===== src/rtl/hazard_control_unit_if.sv =====
// Pipeline hazard control bus: hazard sources in, stage enables/flushes and debug counters out.
interface hazard_control_unit_if #(
  parameter int unsigned CNT_W = 16
);
  logic [4:0]       ifid_rs1;
  logic [4:0]       ifid_rs2;
  logic             ifid_use_rs1;
  logic             ifid_use_rs2;
  logic [4:0]       idex_rd;
  logic             idex_memread;
  logic             exmem_branch_taken;
  logic             dmem_busy;
  logic             pc_write;
  logic             ifid_write;
  logic             ifid_flush;
  logic             idex_write;
  logic             idex_flush;
  logic             exmem_write;
  logic             exmem_flush;
  logic             hazard_err;
  logic [CNT_W-1:0] stall_cnt;
  logic [CNT_W-1:0] flush_cnt;
  logic [CNT_W-1:0] freeze_cnt;

  modport master (
    output ifid_rs1, ifid_rs2, ifid_use_rs1, ifid_use_rs2,
    output idex_rd, idex_memread, exmem_branch_taken, dmem_busy,
    input  pc_write, ifid_write, ifid_flush, idex_write, idex_flush,
    input  exmem_write, exmem_flush, hazard_err,
    input  stall_cnt, flush_cnt, freeze_cnt
  );

  modport slave (
    input  ifid_rs1, ifid_rs2, ifid_use_rs1, ifid_use_rs2,
    input  idex_rd, idex_memread, exmem_branch_taken, dmem_busy,
    output pc_write, ifid_write, ifid_flush, idex_write, idex_flush,
    output exmem_write, exmem_flush, hazard_err,
    output stall_cnt, flush_cnt, freeze_cnt
  );
endinterface


===== src/rtl/hazard_control_unit.sv =====
// Pipeline hazard control: load-use stalls, taken-branch flushes, memory-busy freeze with
// timeout watchdog, and saturating debug event counters.
module hazard_control_unit #(
  parameter int unsigned MAX_WAIT = 64,
  parameter int unsigned CNT_W    = 16
) (
  input logic                  clk,
  input logic                  reset,
  hazard_control_unit_if.slave bus
);

  localparam int unsigned WAIT_W = $clog2(MAX_WAIT + 1);
  localparam logic [WAIT_W-1:0] WAIT_LAST = WAIT_W'(MAX_WAIT - 1);

  typedef enum logic [1:0] {RUN, MEM_WAIT, ERROR} state_e;

  state_e             state_q, state_d, cur_state;
  logic [WAIT_W-1:0]  wait_cnt_q, wait_cnt_d;
  logic               hazard_err_q, hazard_err_d;
  logic [CNT_W-1:0]   stall_cnt_q, stall_cnt_d;
  logic [CNT_W-1:0]   flush_cnt_q, flush_cnt_d;
  logic [CNT_W-1:0]   freeze_cnt_q, freeze_cnt_d;
  logic               load_use, run_eval;
  logic               pc_write, ifid_write, ifid_flush, idex_write, idex_flush;
  logic               exmem_write, exmem_flush;

  function automatic logic [CNT_W-1:0] sat_inc(input logic [CNT_W-1:0] v);
    return (v == '1) ? v : v + CNT_W'(1);
  endfunction

  always_comb begin
    load_use = bus.idex_memread && (bus.idex_rd != 5'd0) &&
               ((bus.ifid_use_rs1 && (bus.ifid_rs1 == bus.idex_rd)) ||
                (bus.ifid_use_rs2 && (bus.ifid_rs2 == bus.idex_rd)));
  end

  always_comb begin
    pc_write     = 1'b1;
    ifid_write   = 1'b1;
    idex_write   = 1'b1;
    exmem_write  = 1'b1;
    ifid_flush   = 1'b0;
    idex_flush   = 1'b0;
    exmem_flush  = 1'b0;
    state_d      = state_q;
    wait_cnt_d   = wait_cnt_q;
    hazard_err_d = hazard_err_q;
    stall_cnt_d  = stall_cnt_q;
    flush_cnt_d  = flush_cnt_q;
    freeze_cnt_d = freeze_cnt_q;
    run_eval     = 1'b0;
    // Outputs during reset follow RUN so they are defined before state_q is first loaded.
    cur_state    = reset ? state_q : RUN;

    case (cur_state)
      RUN: begin
        if (bus.dmem_busy) begin
          {pc_write, ifid_write, idex_write, exmem_write} = '0;
          state_d      = MEM_WAIT;
          wait_cnt_d   = WAIT_W'(1);
          freeze_cnt_d = sat_inc(freeze_cnt_q);
        end else begin
          run_eval = 1'b1;
        end
      end
      MEM_WAIT: begin
        if (bus.dmem_busy) begin
          {pc_write, ifid_write, idex_write, exmem_write} = '0;
          freeze_cnt_d = sat_inc(freeze_cnt_q);
          if (wait_cnt_q == WAIT_LAST) begin
            state_d      = ERROR;
            hazard_err_d = 1'b1;
          end else begin
            wait_cnt_d = wait_cnt_q + WAIT_W'(1);
          end
        end else begin
          state_d    = RUN;
          wait_cnt_d = '0;
          run_eval   = 1'b1;
        end
      end
      ERROR: begin
        {pc_write, ifid_write, idex_write, exmem_write} = '0;
        hazard_err_d = 1'b1;
      end
      default: state_d = RUN;
    endcase

    // A branch flushes the ID instruction, so a simultaneous load-use is moot.
    if (run_eval) begin
      if (bus.exmem_branch_taken) begin
        ifid_flush  = 1'b1;
        idex_flush  = 1'b1;
        exmem_flush = 1'b1;
        flush_cnt_d = sat_inc(flush_cnt_q);
      end else if (load_use) begin
        pc_write    = 1'b0;
        ifid_write  = 1'b0;
        idex_flush  = 1'b1;
        stall_cnt_d = sat_inc(stall_cnt_q);
      end
    end
  end

  always_ff @(posedge clk) begin
    if (!reset) begin
      state_q      <= RUN;
      wait_cnt_q   <= '0;
      hazard_err_q <= 1'b0;
      stall_cnt_q  <= '0;
      flush_cnt_q  <= '0;
      freeze_cnt_q <= '0;
    end else begin
      state_q      <= state_d;
      wait_cnt_q   <= wait_cnt_d;
      hazard_err_q <= hazard_err_d;
      stall_cnt_q  <= stall_cnt_d;
      flush_cnt_q  <= flush_cnt_d;
      freeze_cnt_q <= freeze_cnt_d;
    end
  end

  assign bus.pc_write    = pc_write;
  assign bus.ifid_write  = ifid_write;
  assign bus.ifid_flush  = ifid_flush;
  assign bus.idex_write  = idex_write;
  assign bus.idex_flush  = idex_flush;
  assign bus.exmem_write = exmem_write;
  assign bus.exmem_flush = exmem_flush;
  assign bus.hazard_err  = hazard_err_q;
  assign bus.stall_cnt   = stall_cnt_q;
  assign bus.flush_cnt   = flush_cnt_q;
  assign bus.freeze_cnt  = freeze_cnt_q;

endmodule


===== src/flat_wrapper.sv =====
// flat-port wrapper written by rule: the top's interface ports become plain ports
module hazard_control_unit_flat 
#(
  parameter int unsigned MAX_WAIT = 64,
  parameter int unsigned CNT_W    = 16
)
  (clk, reset, bus_ifid_rs1, bus_ifid_rs2, bus_ifid_use_rs1, bus_ifid_use_rs2, bus_idex_rd, bus_idex_memread, bus_exmem_branch_taken, bus_dmem_busy, bus_pc_write, bus_ifid_write, bus_ifid_flush, bus_idex_write, bus_idex_flush, bus_exmem_write, bus_exmem_flush, bus_hazard_err, bus_stall_cnt, bus_flush_cnt, bus_freeze_cnt);
  hazard_control_unit_if #(.CNT_W(CNT_W)) bus_i ();
  input logic clk;
  input logic reset;
  input wire logic [$bits(bus_i.ifid_rs1)-1:0] bus_ifid_rs1;
  input wire logic [$bits(bus_i.ifid_rs2)-1:0] bus_ifid_rs2;
  input wire logic [$bits(bus_i.ifid_use_rs1)-1:0] bus_ifid_use_rs1;
  input wire logic [$bits(bus_i.ifid_use_rs2)-1:0] bus_ifid_use_rs2;
  input wire logic [$bits(bus_i.idex_rd)-1:0] bus_idex_rd;
  input wire logic [$bits(bus_i.idex_memread)-1:0] bus_idex_memread;
  input wire logic [$bits(bus_i.exmem_branch_taken)-1:0] bus_exmem_branch_taken;
  input wire logic [$bits(bus_i.dmem_busy)-1:0] bus_dmem_busy;
  output wire logic [$bits(bus_i.pc_write)-1:0] bus_pc_write;
  output wire logic [$bits(bus_i.ifid_write)-1:0] bus_ifid_write;
  output wire logic [$bits(bus_i.ifid_flush)-1:0] bus_ifid_flush;
  output wire logic [$bits(bus_i.idex_write)-1:0] bus_idex_write;
  output wire logic [$bits(bus_i.idex_flush)-1:0] bus_idex_flush;
  output wire logic [$bits(bus_i.exmem_write)-1:0] bus_exmem_write;
  output wire logic [$bits(bus_i.exmem_flush)-1:0] bus_exmem_flush;
  output wire logic [$bits(bus_i.hazard_err)-1:0] bus_hazard_err;
  output wire logic [$bits(bus_i.stall_cnt)-1:0] bus_stall_cnt;
  output wire logic [$bits(bus_i.flush_cnt)-1:0] bus_flush_cnt;
  output wire logic [$bits(bus_i.freeze_cnt)-1:0] bus_freeze_cnt;
  assign bus_i.ifid_rs1 = bus_ifid_rs1;
  assign bus_i.ifid_rs2 = bus_ifid_rs2;
  assign bus_i.ifid_use_rs1 = bus_ifid_use_rs1;
  assign bus_i.ifid_use_rs2 = bus_ifid_use_rs2;
  assign bus_i.idex_rd = bus_idex_rd;
  assign bus_i.idex_memread = bus_idex_memread;
  assign bus_i.exmem_branch_taken = bus_exmem_branch_taken;
  assign bus_i.dmem_busy = bus_dmem_busy;
  assign bus_pc_write = bus_i.pc_write;
  assign bus_ifid_write = bus_i.ifid_write;
  assign bus_ifid_flush = bus_i.ifid_flush;
  assign bus_idex_write = bus_i.idex_write;
  assign bus_idex_flush = bus_i.idex_flush;
  assign bus_exmem_write = bus_i.exmem_write;
  assign bus_exmem_flush = bus_i.exmem_flush;
  assign bus_hazard_err = bus_i.hazard_err;
  assign bus_stall_cnt = bus_i.stall_cnt;
  assign bus_flush_cnt = bus_i.flush_cnt;
  assign bus_freeze_cnt = bus_i.freeze_cnt;
  hazard_control_unit #(.MAX_WAIT(MAX_WAIT), .CNT_W(CNT_W)) u_core (.clk(clk), .reset(reset), .bus(bus_i));
endmodule

===== config.mk =====
export PLATFORM = sky130hd
export DESIGN_NAME = hazard_control_unit_flat
export DESIGN_NICKNAME = d
export VERILOG_FILES = /design/src/rtl/hazard_control_unit_if.sv /design/src/rtl/hazard_control_unit.sv /design/src/flat_wrapper.sv
export SDC_FILE = /design/constraint.sdc
export NUM_CORES = 1
export LEC_CHECK = 0
export ABC_AREA = 1
export BUFFER_PORTS_ARGS = -buffer_cell sky130_fd_sc_hd__buf_2
export CAP_MARGIN = 20
export CORE_MARGIN = 10
export CORE_UTILIZATION = 54
export CTS_CLUSTER_DIAMETER = 30
export DETAILED_ROUTE_END_ITERATION = 12
export PLACE_DENSITY = 0.81
export SLEW_MARGIN = 20
export SYNTH_ARGS = -nofsm -noshare
export SYNTH_HDL_FRONTEND = slang
export SYNTH_SLANG_ARGS = --single-unit

===== constraint.sdc =====
create_clock -name clk -period 2 [get_ports clk]
set_clock_uncertainty 0.2 [all_clocks]
set_input_delay 0.1 -clock clk [delete_from_list [all_inputs] [get_ports clk]]
set_output_delay 0.1 -clock clk [all_outputs]
set_load 0.02 [all_outputs]

==> results by stage <==
Run status:
- The flow ran to the end, and the final reports show no timing, DRC or antenna violations.

Global route:
- The global-route usage over all layers is 0.1691.
- The number of global-route vias before repair was 3297.
- After global routing the overflow that remains totals 0.
- The first global-routing pass estimated 14380 um of wire.
- The largest net degree at the start of global routing is 33.
- The initial antenna violation count was 0.

STA:
- The count of final max-slew check failures is 0.
- The final critical delay including setup and external delays is 1872 ps.
- The final cycle utilization of the critical path is 0.9358.
- Timing would allow up to 0.5343 GHz.
- The final hold violation count was 0.
- The worst pin sits at a relative slew slack of 0.7376.
- The number of endpoints failing setup at the final stage is 0.
- The final setup slack of the worst path is 128.5 ps.
- At the pin with the least slew margin, the transition time is 390.7 ps.
- The final sum of negative setup slack is 0 ps.
- Setup repair after global routing could not meet its margin everywhere.
- The final hold slack is 226.9 ps.

Setup path:
- The type of the worst setup path is flop to flop.
- The worst setup path is captured at a flop.
- The critical path goes through ha_2 -> nand3_4 -> nor2_4 -> nand2_2 -> nor2_2 -> nand2_1 -> nand2_4 -> buf_4 -> o21bai_1 -> and3_1.
- STA puts the critical path data required time at 2040 ps.
- Counting cells, the worst reg-to-reg path comes to 10.
- The most critical setup path has its startpoint at u_core.bus.freeze_cnt[1].
- The termination of the worst setup path is u_core.bus.freeze_cnt[5].
- The worst-path cell with the longest stage delay is dfxtp_2.
- The end of the worst register-to-register path is u_core.bus.freeze_cnt[5].
- The worst register-to-register path begins at u_core.bus.freeze_cnt[1].
- The maximum fanout along the worst path is 5.
- The data arrival time of the critical path is 1910 ps.
- For this run, the slowest stage of the critical path takes 350 ps.
- Setup slack on the worst reg-to-reg path comes out at 130 ps.
- The category of the worst setup path launch point is a flop.

Cells and area:
- After filler insertion, the fill cell instance count of the layout stands at 510.
- In the layout the commonest cells are nand2_1 (156), nor2_1 (84), buf_2 (77).
- For this run, the post-layout net count is 660.
- The synthesis-to-layout area growth is 24.42%.
- 0 antenna diodes ended up in the layout.
- Measured on the finished design, the core utilization comes to 0.7076.
- The most frequent standard cell in the layout excluding fill and tap cells is nand2_1.
- The share of layout cells above drive strength 1 is 0.2394.

Drt:
- The post-route antenna net violation count is 0.
- The final route contains 3488 vias.
- The first TritonRoute pass finished after 4 iterations.
- Dividing the detail-routed via count by the number of cells gives 4.885.
- After detailed routing, the average wire length per cell comes to 12.13 um.
- For this block, the initial DRC count from the detailed router was 182.
- The wire length reported by the detailed router is 8662 um.
- The number of DRC violations after detailed routing is 0.

Power and ir drop:
- The leakage dissipation is 2.136 nW.
- The maximum resistive drop on vdd is 0.7108 mV.
- Overall power consumption after layout is estimated at 2.640 mW.
- For this design the ratio of total power to cell area is 619.1 mW/mm^2.

Floorplanning:
- The placeable core area is 0.006026 mm^2.
- The number of placed I/O pins is 78.
- In this run the core area contains 28 standard-cell rows.
- The die covers 0.009933 mm^2.
- The die is 99.67 um wide.
- For this configuration, the core starts out at a cell density of 0.5687.
- The die is 99.67 um tall.

Synth:
- The number of instances in the synthesized netlist is 542.
- During synthesis, Yosys emitted a total of 0 warnings.
- Counting flops with a built-in enable in the synthesized netlist gives 0.
- Counting every net in the synthesized netlist gives 568.
- In the synthesized netlist the async set-or-reset flop fraction comes to 0.
- For this run, the leading register cell type out of synthesis is dfxtp_1.
- The share of the Yosys chip area taken by registers is 0.3388.
- The count of distinct cell types in the synthesized netlist is 35.
- The mean instance size in the synthesized netlist is 6.323 um^2.
- Synthesis inferred 58 register bits.
- The post-synthesis instance area is 0.003427 mm^2.

Clock tree:
- The clock tree root driver cell is clkbuf_8.
- Clock tree synthesis inserted a total of 9 buffers.
- For the worst-skew pair, the clock arrives at the later sink with an insertion delay of 330 ps.
- The clock net in this run drives a total of 58 sinks.
- The CTS H-tree depth is 3.
- TritonCTS built the clock tree.
- No sink is reached through more buffers than the 2 on the longest clock path.
- The post-CTS clock slew at the launch and capture registers of the worst setup and hold paths is 70 ps.

Run:
- The total of max-cap violations is 0.

Placement:
- The HPWL after detailed placement is 6265 um.
- Timing analysis after detailed placement gives a worst setup slack of 0.6214 ps.
- During placement, the flow inserted port buffers numbering 77.
- Routability-driven placement finished with a final weighted congestion of 0.8950.

Min path:
- The path class of the tightest hold or removal check is input pin to flop.
[state kept, by name, summed over array words and instances, names as in the netlist]
register and flops:
u_core.bus.flush_cnt 16, u_core.bus.hazard_err 1, u_core.bus.freeze_cnt 16, u_core.state_q 2, u_core.wait_cnt_q 7, u_core.bus.stall_cnt 16
[Yosys cell counts (5+ instances only)]
cell type	number	area [um^2]
nand2_1	158	593.1
nor2_1	86	322.8
inv_1	66	247.7
dfxtp_1	58	1161
nand3_1	24	120.1
a21oi_1	21	105.1
xor2_1	20	175.2
nor3_1	17	85.08
inv_2	12	45.04
o21ai_1	12	60.06
o21ai_0	6	30.03
buf_2	5	25.02
nand2_2	5	31.28
nand4_1	5	31.28
[layer usage]
metal / track usage / share of wire / vias to the layer above
met5: 0 / 0 / -
met4: 0.05402 / 0.010 / 0
met3: 0.05121 / 0.058 / 9
met2: 0.2877 / 0.49 / 83
met1: 0.1972 / 0.44 / 1542
li1: - / - / 1854
[where the power goes]
part | internal [mW] | total (mW) | leakage [nW] | switching (mW)
combinational | 0.0914 | 0.247 | 1.56 | 0.155
clock | 0.731 | 1.21 | 0.109 | 0.475
sequential | 1.17 | 1.19 | 0.470 | 0.0148
[cell type report]
cell class	count	area, um^2	share of cell area
clock buffers	11	141.4	0.03316
clock inverters	5	77.57	0.01819
inverters	80	302.8	0.07101
multi-input cells	390	1911	0.4481
flip-flops and latches	58	1166	0.2735
well taps	75	93.84	0.02201
repair buffers	95	571.8	0.1341
[critical path, delay by kind of cell (launching register included)]
family          cells  cell delay, ps
buf+inv             1             150
simple gates        7             800
fa+ha+maj           1             220
compound gates      1              60
flops               1             350
[how the worst min path moves through the flow]
stage | start | slack, ps | depth (start not counted) | to
floorplan | bus_dmem_busy | 100 | 2 | u_core.state_q[0]
global placement | reset | 260 | 4 | u_core.state_q[0]
detailed placement | reset | 280 | 4 | u_core.state_q[0]
CTS | bus_exmem_branch_taken | 180 | 6 | u_core.bus.stall_cnt[2]
global route | bus_exmem_branch_taken | 260 | 7 | u_core.bus.flush_cnt[11]
finish | bus_exmem_branch_taken | 230 | 7 | u_core.bus.stall_cnt[2]
[cells by family after synthesis]
logic type                 share of synthesized area
xor gates and xnor gates                     0.06134
and+or+nand+nor                               0.3947
DFF                                           0.3388
AOI/OAI and AO/OA                            0.07704
buffers and inverters                         0.1135
adders and majority gates                    0.01460
[what timing repair did]
action	4_1_cts	5_1_grt
setup buffers	2	2
hold endpoints to repair	2	0
pin swaps	1	2
resized for setup	0	15
hold buffers	2	0
gates cloned	0	2
setup endpoints to repair	1	45
[stage by stage]
step                cell area, um^2  instances
finish                         4264        714
global route                   4264        714
CTS                            4172        710
detailed placement             3905        690
global placement               3905        690
floorplan                      3427        542
Power figures use the tool's default switching activity.
